## src/rtl/sram16_ctrl_if.sv

```systemverilog
// Request/response bus between a client and the sram16_ctrl asynchronous-SRAM controller.
// The master issues word reads/writes; the slave returns read data with a one-cycle pulse.
interface sram16_ctrl_if #(
  parameter int unsigned ADDR_W = 18
);
  logic              in_valid;
  logic              in_ready;
  logic              in_rw;
  logic [ADDR_W-1:0] in_addr;
  logic [15:0]       in_wdata;
  logic [1:0]        in_wmask;
  logic              out_valid;
  logic [15:0]       out_rdata;

  modport master (
    output in_valid, in_rw, in_addr, in_wdata, in_wmask,
    input  in_ready, out_valid, out_rdata
  );

  modport slave (
    input  in_valid, in_rw, in_addr, in_wdata, in_wmask,
    output in_ready, out_valid, out_rdata
  );
endinterface

```

## src/rtl/sram16_ctrl.sv

```systemverilog
// Single-port controller for a 16-bit asynchronous SRAM behind a registered bidirectional pad.
// All SRAM strobes and pad controls are registered; one request is in flight at a time.
module sram16_ctrl #(
  parameter int unsigned ADDR_W  = 18,
  parameter int unsigned RD_WAIT = 2,
  parameter int unsigned WR_WAIT = 2
) (
  input  logic              clock,
  input  logic              reset,
  sram16_ctrl_if.slave      bus,
  output logic [ADDR_W-1:0] sram_addr,
  output logic              sram_cs_n,
  output logic              sram_oe_n,
  output logic              sram_we_n,
  output logic              sram_ub_n,
  output logic              sram_lb_n,
  output logic [15:0]       io_write,
  output logic              io_write_enable,
  input  logic [15:0]       io_read
);

  localparam logic [3:0] RdLoad = 4'(RD_WAIT - 1);
  localparam logic [3:0] WrLoad = 4'(WR_WAIT - 1);

  typedef enum logic [2:0] {
    StIdle,
    StWrSetup,
    StWrPulse,
    StWrHold,
    StRdPulse,
    StRdSample
  } state_e;

  state_e            state_q;
  logic [3:0]        cnt_q;
  logic [ADDR_W-1:0] addr_q;
  logic [15:0]       wdata_q;
  logic              cs_n_q, oe_n_q, we_n_q, ub_n_q, lb_n_q, io_we_q;
  logic              out_valid_q;
  logic [15:0]       rdata_q;

  // Combinational so that a request can never be accepted while reset is high.
  assign bus.in_ready  = (state_q == StIdle) && !reset;
  assign bus.out_valid = out_valid_q;
  assign bus.out_rdata = rdata_q;

  assign sram_addr       = addr_q;
  assign sram_cs_n       = cs_n_q;
  assign sram_oe_n       = oe_n_q;
  assign sram_we_n       = we_n_q;
  assign sram_ub_n       = ub_n_q;
  assign sram_lb_n       = lb_n_q;
  assign io_write        = wdata_q;
  assign io_write_enable = io_we_q;

  // Each transition programs the strobes for the state being entered.
  always_ff @(posedge clock) begin
    if (reset) begin
      state_q     <= StIdle;
      cnt_q       <= '0;
      addr_q      <= '0;
      wdata_q     <= '0;
      cs_n_q      <= 1'b1;
      oe_n_q      <= 1'b1;
      we_n_q      <= 1'b1;
      ub_n_q      <= 1'b1;
      lb_n_q      <= 1'b1;
      io_we_q     <= 1'b0;
      out_valid_q <= 1'b0;
      rdata_q     <= '0;
    end else begin
      out_valid_q <= 1'b0;
      unique case (state_q)
        StIdle: begin
          if (bus.in_valid) begin
            addr_q <= bus.in_addr;
            cs_n_q <= 1'b0;
            if (bus.in_rw) begin
              state_q <= StWrSetup;
              wdata_q <= bus.in_wdata;
              ub_n_q  <= ~bus.in_wmask[1];
              lb_n_q  <= ~bus.in_wmask[0];
            end else begin
              state_q <= StRdPulse;
              cnt_q   <= RdLoad;
              oe_n_q  <= 1'b0;
              ub_n_q  <= 1'b0;
              lb_n_q  <= 1'b0;
            end
          end
        end
        StWrSetup: begin
          state_q <= StWrPulse;
          cnt_q   <= WrLoad;
          we_n_q  <= 1'b0;
          io_we_q <= 1'b1;
        end
        StWrPulse: begin
          if (cnt_q == 4'd0) begin
            state_q <= StWrHold;
            we_n_q  <= 1'b1;
          end else begin
            cnt_q <= cnt_q - 4'd1;
          end
        end
        StWrHold: begin
          state_q <= StIdle;
          cs_n_q  <= 1'b1;
          ub_n_q  <= 1'b1;
          lb_n_q  <= 1'b1;
          io_we_q <= 1'b0;
        end
        StRdPulse: begin
          if (cnt_q == 4'd0) begin
            state_q <= StRdSample;
          end else begin
            cnt_q <= cnt_q - 4'd1;
          end
        end
        StRdSample: begin
          state_q     <= StIdle;
          rdata_q     <= io_read;
          out_valid_q <= 1'b1;
          cs_n_q      <= 1'b1;
          oe_n_q      <= 1'b1;
          ub_n_q      <= 1'b1;
          lb_n_q      <= 1'b1;
        end
        default: state_q <= StIdle;
      endcase
    end
  end

endmodule

```

## src/flat_wrapper.sv

```systemverilog
// flat-port wrapper written by rule: the top's interface ports become plain ports
module sram16_ctrl_flat 
#(
  parameter int unsigned ADDR_W  = 18,
  parameter int unsigned RD_WAIT = 2,
  parameter int unsigned WR_WAIT = 2
)
  (clock, reset, sram_addr, sram_cs_n, sram_oe_n, sram_we_n, sram_ub_n, sram_lb_n, io_write, io_write_enable, io_read, bus_in_valid, bus_in_rw, bus_in_addr, bus_in_wdata, bus_in_wmask, bus_in_ready, bus_out_valid, bus_out_rdata);
  sram16_ctrl_if #(.ADDR_W(ADDR_W)) bus_i ();
  input  logic clock;
  input  logic reset;
  output logic [ADDR_W-1:0] sram_addr;
  output logic sram_cs_n;
  output logic sram_oe_n;
  output logic sram_we_n;
  output logic sram_ub_n;
  output logic sram_lb_n;
  output logic [15:0] io_write;
  output logic io_write_enable;
  input  logic [15:0] io_read;
  input wire logic [$bits(bus_i.in_valid)-1:0] bus_in_valid;
  input wire logic [$bits(bus_i.in_rw)-1:0] bus_in_rw;
  input wire logic [$bits(bus_i.in_addr)-1:0] bus_in_addr;
  input wire logic [$bits(bus_i.in_wdata)-1:0] bus_in_wdata;
  input wire logic [$bits(bus_i.in_wmask)-1:0] bus_in_wmask;
  output wire logic [$bits(bus_i.in_ready)-1:0] bus_in_ready;
  output wire logic [$bits(bus_i.out_valid)-1:0] bus_out_valid;
  output wire logic [$bits(bus_i.out_rdata)-1:0] bus_out_rdata;
  assign bus_i.in_valid = bus_in_valid;
  assign bus_i.in_rw = bus_in_rw;
  assign bus_i.in_addr = bus_in_addr;
  assign bus_i.in_wdata = bus_in_wdata;
  assign bus_i.in_wmask = bus_in_wmask;
  assign bus_in_ready = bus_i.in_ready;
  assign bus_out_valid = bus_i.out_valid;
  assign bus_out_rdata = bus_i.out_rdata;
  sram16_ctrl #(.ADDR_W(ADDR_W), .RD_WAIT(RD_WAIT), .WR_WAIT(WR_WAIT)) u_core (.clock(clock), .reset(reset), .bus(bus_i), .sram_addr(sram_addr), .sram_cs_n(sram_cs_n), .sram_oe_n(sram_oe_n), .sram_we_n(sram_we_n), .sram_ub_n(sram_ub_n), .sram_lb_n(sram_lb_n), .io_write(io_write), .io_write_enable(io_write_enable), .io_read(io_read));
endmodule
```

## config.mk

```make
export PLATFORM = sky130hd
export DESIGN_NAME = sram16_ctrl_flat
export DESIGN_NICKNAME = d
export VERILOG_FILES = /design/src/rtl/sram16_ctrl_if.sv /design/src/rtl/sram16_ctrl.sv /design/src/flat_wrapper.sv
export SDC_FILE = /design/constraint.sdc
export NUM_CORES = 1
export LEC_CHECK = 0
export BUFFER_PORTS_ARGS = -buffer_cell sky130_fd_sc_hd__buf_2
export CORE_MARGIN = 2
export CORE_UTILIZATION = 41
export DETAILED_ROUTE_END_ITERATION = 8
export PLACE_DENSITY = 0.71
export SYNTH_ARGS = -nofsm -noshare
export SYNTH_HDL_FRONTEND = slang
export SYNTH_SLANG_ARGS = --single-unit
```

## constraint.sdc

```tcl
create_clock -name clock -period 2 [get_ports clock]
set_clock_uncertainty 0.05 [all_clocks]
set_input_delay 0.3 -clock clock [delete_from_list [all_inputs] [get_ports clock]]
set_output_delay 0.3 -clock clock [all_outputs]
set_load 0.1 [all_outputs]
```

# After elaboration in Yosys (flattened, before gate mapping)
# Cells that the tools add are included.
# op_classes
add_sub_neg	1
eq_ne	10
n_mux	24
bitwise_logic	2
reduce_logical	18
# op_table
cell	n
$mux 3	4
$mux 4	3
$pmux 1 s2	6
$pmux 3 s4	1
$pmux 4 s3	1
$mux 1	9
$reduce_and 3->1	3
$reduce_bool 2->1	4
$eq 3x2->1 const B	2
$eq 3x3->1 const B	2
$ne 2x2->1 const B	3
$reduce_and 2->1	3
$logic_not 4->1	1
$ne 2x1->1 const B	2
$reduce_and 4->1	1
$reduce_or 2->1	2
$sub 4x1->4 const B	1
$eq 3x1->1 const B	1
$logic_not 3->1	1
$reduce_bool 3->1	1
$not 1->1	2
$logic_and 1x1->1	1
$logic_not 1->1	1
# word_totals
register_bits	64

# Depth between registers and ports, before layout
# Gate-level depths: netlist (run 1).
# depth
ltp_word	4
mapped_depth	6

# Worst setup path after synthesis (run 1)
# OpenSTA, ideal clock, no wires.
# synth_path
path_kind	register to output
start	reg u_core.state_q[0]
end	out bus_in_ready
t_arrival_ns	3.567
required_ns	1.650
path_slack_ns	-1.917
stages_incl_launch_ff	4
n_path_buf	2
cell_sequence	dfxtp_1 -> buf_2 -> buf_2 -> nor4_1
# synth_between
elab_chain_cells	2
# synth_rtl
item	line	source
start, declared	sram16_ctrl.sv:34	state_e state_q;
start signal, assigned	sram16_ctrl.sv:59	state_q <= StIdle;
start signal, assigned	sram16_ctrl.sv:79	state_q <= StWrSetup;
start signal, assigned	sram16_ctrl.sv:84	state_q <= StRdPulse;
$logic_not 3->1	sram16_ctrl.sv:43	assign bus.in_ready = (state_q == StIdle) && !reset;
$logic_and 1x1->1	sram16_ctrl.sv:43	
end, declared	flat_wrapper.sv:26	output wire logic [$bits(bus_i.in_ready)-1:0] bus_in_ready;
# Every way passes these cells.

# Worst setup path after layout (run 1)
# layout_path
start	reg u_core.state_q[1]
end	out bus_in_ready
# Same word-level chain as after synthesis.

==> results of run 1 <==
-- placed cells by master, fill, tap and decap left out, types with 3 or more instances in the layout --
cell type and instances:
buf_4 9, o21ai_0 9, nor3_1 4, buf_2 112, nand2_1 73, nand2b_1 3
nor2_1 5, nand3_1 17, dfxtp_1 63, inv_1 7, a211oi_1 3, a21oi_1 52
clkbuf_8 11, o21ai_1 9
-- registers in the layout (all words and copies together), names as in the netlist --
| signal | flops |
|---|---|
| u_core.io_write_enable | 1 |
| u_core.sram_addr | 18 |
| u_core.state_q | 3 |
| u_core.cnt_q | 4 |
| u_core.sram_lb_n | 1 |
| u_core.sram_oe_n | 1 |
| u_core.sram_ub_n | 1 |
| u_core.sram_cs_n | 1 |
| u_core.bus.out_rdata | 16 |
| u_core.bus.out_valid | 1 |
| u_core.sram_we_n | 1 |
| u_core.io_write | 16 |
-- layer usage --
layer / vias up / part of all wire [%] / global-route usage [%]
met5: - / 0 / 0
met4: 0 / 1.8 / 8.36
met3: 9 / 8.0 / 6.06
met2: 90 / 46 / 32.8
met1: 1130 / 44 / 21.9
li1: 1261 / - / -
-- worst min-delay path: cells and delay by family --
| kind | cells | cell delay [ps] |
|---|---|---|
| AND/OR/NAND/NOR | 1 | 40 |
| buffers and inverters | 1 | 90 |
| AO/OA/AOI/OAI | 1 | 50 |
-- cell families (layout without fill, tap and decap cells) --
logic type                 count (synthesis)  in the layout  synth area share [%]
and+or+nand+nor                          117            117                  21.5
AOI/OAI and AO/OA                         87             87                  19.2
DFF                                       64             64                  50.3
buffers and inverters                     33            144                  6.59
xor gates and xnor gates                   3              3                  1.03
adders and majority gates                  2              2                 0.885
muxes                                      1              1                 0.393
-- worst max-delay path by stage --
stage	endpoint	from	slack, ps
finish	bus_in_ready	u_core.state_q[1]	180
global route	bus_in_ready	u_core.state_q[1]	100
CTS	bus_in_ready	u_core.state_q[1]	160
detailed placement	u_core.io_write[1]	bus_in_valid	350
global placement	u_core.io_write[6]	bus_in_valid	410
floorplan	bus_in_ready	u_core.state_q[2]	8
-- power by group through the flow --
stage | combinational [mW] | sequential [mW] | clock (mW)
CTS | 1.64 | 1.48 | 1.27
global route | 1.73 | 1.50 | 1.32
floorplan | 0.620 | 2.28 | 0
detailed placement | 1.63 | 1.51 | 0
finish | 1.63 | 1.48 | 1.24
global placement | 1.62 | 1.50 | 0
-- final cells by class --
class / count / share of cell area (%)
Clock buffer: 12 / 4.59
Clock inverter: 3 / 1.92
Inverter: 7 / 0.777
Multi-Input combinational cell: 210 / 32.9
Sequential cell: 64 / 37.9
Tap cell: 75 / 2.77
Timing Repair Buffer: 122 / 19.2
-- stage by stage --
stage | setup slack [ps] | instance area (um2) | total power [mW]
floorplan | 7.63 | 2590 | 2.90
global placement | 409 | 3160 | 3.12
detailed placement | 349 | 3160 | 3.14
CTS | 164 | 3380 | 4.38
global route | 101 | 3380 | 4.55
finish | 183 | 3380 | 4.35
==> flow_metrics.py, run 1 <==
metrics = {
    "cells_and_area": {
        "fin_cells": 493,
        "fillers": 595,
        "antenna-diode-count": 0,
        "drive_gt1_share_pct": 34.0,
        "area_delta_synth_final_pct": 32.9,
        "multi_input_area_um2": 1110,
        "final_nets": 471,
        "post-route-util_pct": 56.8,
        "ff_latch_area_um2": 1280,
    },
    "clocking": {
        "cts_tree": "done",
        "clock-root-buffer": "clkbuf_8",
        "cts_htree_levels": 3,
        "numCtsBuffers": 9,
        "cts_sinks": 64,
        "post-cts-setup-buffer-count": 0,
        "clkTransAtPathRegs_ps": 70,
        "clk_latency_ps": 330,
        "clock_path_buffers": 2,
        "cts_resized": 0,
        "cts_hold_buf": 0,
    },
    "synthesis": {
        "synth_top_area_cell": "dfxtp_1",
        "yosysTopAreaCellShare_pct": 50.3,
        "synthCells": 307,
        "ys_seq_area_share_pct": 50.3,
        "yosys_most_used_dff": "dfxtp_1",
        "synth_area_leaders": "dfxtp_1 (50%), nand2_1 (11%), a21oi_1 (10%), nand3_1 (3.3%), buf_2 (2.2%)",
        "ys_warn_count": 0,
        "synth_most_common_cell": "nand2_1",
        "syn_area_um2": 2540,
        "synth_seq_cells": 64,
        "ys_types": 44,
        "syn_avg_cell_area_um2": 8.29,
        "synth-edff-count": 0,
        "syn_nets": 364,
        "synthArstFlopShare_pct": 0,
        "synth_common_cells": "nand2_1 (73), dfxtp_1 (64), a21oi_1 (52), nand3_1 (17), buf_2 (11)",
    },
    "route": {
        "wire_per_inst_um": 12.9,
        "via_count": 2490,
        "wirelength_um": 6370,
        "routed_via_density": 5.05,
        "drt_iter0_drc": 85,
        "drt_first_pass_iters": 4,
        "ant_nets": 0,
        "remaining_drc_errors": 0,
    },
    "timing": {
        "finalMaxSlewViolations": 0,
        "finalSetupViolations": 0,
        "timing.fmax_mhz": 550,
        "rsz0062_at_grt": "false",
        "worst_pin_slew_ps": 630,
        "period_share_pct": 90.8,
        "fin_hold_ws_ps": 138,
        "max_slew_margin_pct": 57.9,
        "tns_ps": 0,
        "hold_viol": 0,
        "min_period_ps": 1820,
    },
    "floorplan": {
        "fp.dieArea_um2": 6850,
        "io_pins": 114,
        "die_x_um": 82.8,
        "die_h_um": 82.8,
        "core_um2": 5960,
        "num_rows": 28,
        "start_util_pct": 42.7,
    },
    "critical_path": {
        "end_kind": "primary output",
        "critPathLaunchType": "register",
        "cp.arrival_ps": 1470,
        "path_buf_inv": 2,
        "worstSetupPathType": "register to primary output",
        "crit_required_ps": 1650,
        "path_cells": "buf_4 -> nor4_4 -> buf_12",
        "rr_worst_depth": 4,
        "r2r-end": "u_core.bus.out_rdata[15]",
        "worst_path_max_delay_cell": "dfxtp_1",
        "cpPeakStageDelay_ps": 350,
        "r2r_start": "u_core.state_q[1]",
        "r2r_slack_ps": 390,
        "crit_cells": 3,
        "cp_max_fo": 14,
        "critPathTopFamily": "buffers and inverters",
    },
    "hold_path": {
        "hold_end": "u_core.sram_addr[9]",
        "holdCritPathClass": "primary input to register",
        "worst_hold_startpoint": "bus_in_addr[9]",
        "hold_depth": 3,
    },
    "placed_design": {
        "dp_cells": 478,
        "hpwlAfterDp_um": 4440,
        "port_buffers": 113,
        "globalplace.congestion": 0.826,
    },
    "status": {
        "status": "finished clean",
    },
    "grt": {
        "first_global_vias": 2278,
        "grt_start_max_net_pins": 38,
        "grt_first_pass_wirelength_um": 10000,
        "grt_usage_pct": 19.1,
        "gr-total-overflow": 0,
        "antenna_found_initial": 0,
    },
    "power": {
        "p_sw_share_pct": 42.0,
        "p_sw_mw": 1.83,
        "pwr-share-seq_pct": 34.0,
        "leakage_nw": 1.51,
        "internal_power_mw": 2.52,
        "ir_drop_v": 0.000611,
        "p_comb_share_pct": 37.5,
        "power_density_nw_per_um2": 1290,
        "clockPowerShare_pct": 28.5,
    },
    "job": {
        "max_cap_viol_count": 0,
    },
}
(Power assumes the default switching activity.)
==> run 2, diff against run 1 <==
--- a/config.mk
+++ b/config.mk
@@ -6,7 +6,7 @@
 export NUM_CORES = 1
 export LEC_CHECK = 0
 export BUFFER_PORTS_ARGS = -buffer_cell sky130_fd_sc_hd__buf_2
-export CORE_MARGIN = 2
+export CORE_MARGIN = 10
 export CORE_UTILIZATION = 41
 export DETAILED_ROUTE_END_ITERATION = 8
 export PLACE_DENSITY = 0.71
==> run 2 against run 1 <==
  * Cell area decreased by 0.70%
  * Largest power group unchanged
  * Highest routed layer unchanged
  * Non-clock buffer count decreased by 2
  * Critical endpoint unchanged
  * Clock-buffer cell count increased by 1
==> flow_metrics.py, run 2 (synthesis results as in run 1) <==
metrics = {
    "status": {
        "status": "finished clean",
    },
    "cells_and_area": {
        "final_nets": 469,
        "layout_common_cells": "buf_2 (112), nand2_1 (73), dfxtp_1 (63)",
        "area_delta_synth_final_pct": 32.0,
        "fin_cells": 492,
        "design_area_um2": 3360,
        "largest_reg_flops": 18,
        "antenna-diode-count": 0,
        "final_common_cell": "buf_2",
        "drive_gt1_share_pct": 33.6,
    },
    "placed_design": {
        "dp_cells": 476,
        "globalplace.congestion": 0.768,
        "port_buffers": 113,
        "placed_cell_area_um2": 3160,
        "hpwlAfterDp_um": 5220,
    },
    "timing": {
        "min_period_ps": 1770,
        "finalSetupViolations": 0,
        "tns_ps": 0,
        "max_slew_margin_pct": 57.5,
        "period_share_pct": 88.4,
        "finalMaxSlewViolations": 0,
        "hold_viol": 0,
        "timing.fmax_mhz": 565,
        "worst_pin_slew_ps": 636,
        "rsz0062_at_grt": "false",
    },
    "clocking": {
        "clock_path_buffers": 2,
        "cts_sinks": 64,
        "cts_tree": "done",
        "post-cts-setup-buffer-count": 0,
        "clk_latency_ps": 330,
        "clkTransAtPathRegs_ps": 70,
        "cts_htree_levels": 3,
        "cts_hold_buf": 0,
        "cts_resized": 0,
        "clock-root-buffer": "clkbuf_8",
        "numCtsBuffers": 9,
    },
    "hold_path": {
        "holdCritPathClass": "primary input to register",
        "worst_hold_startpoint": "io_read[7]",
        "hold_depth": 3,
    },
    "critical_path": {
        "worstSetupPathType": "register to primary output",
        "rr_worst_depth": 3,
        "startpoint": "u_core.state_q[0]",
        "end_kind": "primary output",
        "critPathLaunchType": "register",
        "r2r_start": "u_core.state_q[0]",
        "crit_required_ps": 1650,
        "cp.arrival_ps": 1420,
        "cp_max_fo": 12,
    },
    "grt": {
        "gr-total-overflow": 0,
        "grt_usage_pct": 14.2,
        "grt_first_pass_wirelength_um": 11600,
        "antenna_found_initial": 0,
        "first_global_vias": 2403,
        "grt_start_max_net_pins": 52,
    },
    "power": {
        "leakage_nw": 1.49,
        "ir_drop_v": 0.000637,
        "power.total_mw": 4.23,
        "power_density_nw_per_um2": 1260,
    },
    "route": {
        "wirelength_um": 7250,
        "drt_iter0_drc": 58,
        "ant_nets": 0,
        "remaining_drc_errors": 0,
        "drt_first_pass_iters": 4,
        "via_count": 2485,
        "routed_via_density": 5.05,
        "wire_per_inst_um": 14.7,
    },
    "floorplan": {
        "num_rows": 28,
        "start_util_pct": 42.5,
        "die_h_um": 98.8,
        "io_pins": 114,
        "die_x_um": 98.8,
        "core_um2": 5990,
        "fp.dieArea_um2": 9760,
    },
    "job": {
        "max_cap_viol_count": 0,
    },
}
run 2: changes by cell type in the layout (fill, tap and decap cells not counted), sizes merged:
cell,change
buf,-2
bufinv,-1
clkbuf,+1
clkinv,+1
run 2: power by group:
group	switching (mW)	internal, mW	total, mW
logic	1.27	0.356	1.63
registers	0.0806	1.41	1.49
clock network	0.471	0.641	1.11
run 2: path summary, 6_finish.rpt:
| check | endpoint | slack [ps] |
|---|---|---|
| hold reg to reg | u_core.sram_cs_n | 390 |
| setup / recovery | bus_in_ready | 230 |
| hold / removal | u_core.bus.out_rdata[7] | 150 |
| setup reg to reg | u_core.io_write[7] | 380 |
run 2: routing by layer:
metal / track usage (%) / wire length, um
met1: 15.9 / 3040
met4: 7.17 / 109
met2: 22.4 / 3360
met5: 0 / 0
met3: 5.94 / 743
run 2: layout make-up:
type	count	area (um2)
fillers	563	2630
flip-flops and latches	64	1280
multi-input cells	210	1110
repair buffers	120	646
clock buffers	13	159
well taps	75	93.8
clock inverters	3	40.0
inverters	7	26.3
run 2: per-stage QoR:
step	worst slack, ps	util (%)	hold slack, ps
finish	231	56.1	148
global route	160	56.1	138
CTS	225	56.1	133
detailed placement	327	52.7	388
global placement	390	52.7	387
floorplan	7.63	-	341
run 2: critical path: stages (launching register included):
cell     delay [ps]
dfxtp_2         380
buf_4           200
nor4_4          300
buf_12          220
==> run 3, diff against run 2 <==
--- a/config.mk
+++ b/config.mk
@@ -7,9 +7,10 @@
 export LEC_CHECK = 0
 export BUFFER_PORTS_ARGS = -buffer_cell sky130_fd_sc_hd__buf_2
 export CORE_MARGIN = 10
-export CORE_UTILIZATION = 41
+export CORE_UTILIZATION = 42
+export CTS_CLUSTER_SIZE = 14
 export DETAILED_ROUTE_END_ITERATION = 8
-export PLACE_DENSITY = 0.71
+export PLACE_DENSITY = 0.75
 export SYNTH_ARGS = -nofsm -noshare
 export SYNTH_HDL_FRONTEND = slang
 export SYNTH_SLANG_ARGS = --single-unit
==> constraint.sdc (replaced) <==
create_clock -name clock -period 1.5 [get_ports clock]
set_clock_uncertainty 0.05 [all_clocks]
set_input_delay 0.225 -clock clock [delete_from_list [all_inputs] [get_ports clock]]
set_output_delay 0.225 -clock clock [all_outputs]
set_load 0.1 [all_outputs]
==> run 3 against run 2 <==
  * The flow now finishes with violations (negative setup slack)
  * Die area decreased by 1.9%
  * Critical path type unchanged
  * Sequential share of layout area decreased by 4.8 points
  * Routed wire length increased by 11%
  * Via count up 4.3%
  * Highest routed layer unchanged
  * Critical path depth did not move
  * First-iteration DRC count increased by 5.2%
  * Register-to-register slack got worse by 470 ps
  * Critical endpoint unchanged
  * Sequential cell count stayed put
==> flow_metrics.py, run 3 (synthesis results as in run 1) <==
metrics = {
    "floorplan": {
        "fp.dieArea_um2": 9570,
        "num_rows": 28,
        "io_pins": 114,
        "start_util_pct": 43.2,
        "die_h_um": 97.8,
        "core_um2": 5890,
        "die_x_um": 97.8,
    },
    "clocking": {
        "clkTransAtPathRegs_ps": 70,
        "clock_path_buffers": 2,
        "numCtsBuffers": 9,
        "cts_sinks": 64,
        "clock-root-buffer": "clkbuf_8",
        "cts_hold_buf": 0,
        "cts_tree": "done",
        "clk_latency_ps": 330,
        "cts_htree_levels": 3,
    },
    "timing": {
        "final.setup.worst_slack_ps": -91.3,
        "rsz0062_at_grt": "true",
        "finalMaxSlewViolations": 0,
        "timing.fmax_mhz": 628,
        "finalSetupViolations": 21,
        "min_period_ps": 1590,
        "worst_pin_slew_ps": 524,
        "hold_viol": 0,
        "period_share_pct": 106,
        "max_slew_margin_pct": 65.0,
    },
    "grt": {
        "antenna_found_initial": 0,
        "gr-total-overflow": 0,
        "first_global_vias": 2567,
        "grt_usage_pct": 15.6,
        "grt_first_pass_wirelength_um": 12500,
        "grt_start_max_net_pins": 38,
    },
    "route": {
        "drt_first_pass_iters": 4,
        "drt_iter0_drc": 61,
        "routed_via_density": 5.05,
        "wire_per_inst_um": 15.8,
        "ant_nets": 0,
        "remaining_drc_errors": 0,
        "via_count": 2591,
        "wirelength_um": 8080,
    },
    "hold_path": {
        "holdCritPathClass": "primary input to register",
        "worst_hold_startpoint": "bus_in_wmask[1]",
    },
    "critical_path": {
        "worstSetupPathType": "register to primary output",
        "r2r_slack_ps": -90,
        "crit_required_ps": 1220,
        "end_kind": "primary output",
        "critPathTopFamily": "buffers and inverters",
        "r2r_start": "u_core.state_q[2]",
        "path_buf_inv": 2,
        "cp.arrival_ps": 1320,
        "cp_max_fo": 3,
        "path_cells": "buf_6 -> nor4_4 -> buf_12",
        "cpPeakStageDelay_ps": 330,
        "critPathLaunchType": "register",
        "worst_path_max_delay_cell": "dfxtp_2",
        "startpoint": "u_core.state_q[1]",
    },
    "job": {
        "max_cap_viol_count": 0,
    },
    "cells_and_area": {
        "layout_common_cells": "buf_2 (112), dfxtp_1 (61), nand2_1 (60)",
        "final_nets": 490,
        "final_common_cell": "buf_2",
        "post-route-util_pct": 65.5,
        "fin_cells": 513,
        "largest_reg_flops": 18,
        "antenna-diode-count": 0,
        "drive_gt1_share_pct": 47.9,
        "area_delta_synth_final_pct": 51.4,
    },
    "power": {
        "power_density_nw_per_um2": 1580,
        "p_comb_share_pct": 44.0,
        "clockPowerShare_pct": 23.4,
        "ir_drop_v": 0.000873,
        "pwr-share-seq_pct": 32.6,
        "internal_power_mw": 3.43,
        "leakage_nw": 1.68,
        "power.total_mw": 6.07,
        "p_sw_mw": 2.64,
        "p_sw_share_pct": 43.5,
    },
    "placed_design": {
        "dp_cells": 486,
        "place_ws_ps": -53.6,
        "port_buffers": 113,
        "hpwlAfterDp_um": 5350,
        "globalplace.congestion": 0.816,
    },
    "status": {
        "status": "finished, violations left",
        "violations": "negative setup slack",
    },
}
run 3: changes by cell type in the layout (fill, tap and decap cells not counted), sizes merged:
cell,delta
buf,+18
clkinvlp,+2
clkinv,+1
run 3: power groups by stage:
stage	Combinational [mW]	Clock (mW)	Sequential (mW)
6_report	2.67	1.42	1.98
4_1_cts	2.56	1.46	1.97
3_3_place_gp	2.26	0	2.00
5_1_grt	2.82	1.54	2.00
2_1_floorplan	0.836	0	3.05
3_5_place_dp	2.28	0	2.01
run 3: repair_timing:
item	in CTS	in global routing
hold endpoints to repair	0	0
pin swaps	19	20
setup endpoints to repair	18	55
setup buffers	8	0
resized for setup	27	44
cloned	2	3
run 3: layout make-up:
cell class	instances	area [um2]
multi-input cells	210	1320
flip-flops and latches	64	1280
clock inverters	6	60.1
fillers	519	2030
repair buffers	141	943
clock buffers	10	128
inverters	7	26.3
well taps	75	93.8
run 3: routing by layer:
layer / wire, um / up-vias / track usage, %
li1: - / 1307 / -
met1: 3400 / 1192 / 17.3
met2: 3860 / 82 / 25.3
met3: 669 / 10 / 6.55
met4: 150 / 0 / 7.05
met5: 0 / - / 0
run 3: final timing paths:
kind / end / depth (start not counted)
setup / recovery: bus_in_ready / 3
hold reg to reg: u_core.sram_cs_n / 2
hold / removal: u_core.sram_ub_n / 2
setup reg to reg: u_core.io_write[15] / 3
run 3: stage by stage:
| stage | setup TNS [ps] | instance area [um2] | hold WS, ps |
|---|---|---|---|
| 2_1_floorplan | -1170 | 2600 | 266 |
| 3_3_place_gp | -117 | 3250 | 385 |
| 3_5_place_dp | -360 | 3250 | 390 |
| 4_1_cts | -903 | 3660 | 52.8 |
| 5_1_grt | -2960 | 3850 | 56.1 |
| 6_report | -1060 | 3850 | 70.3 |
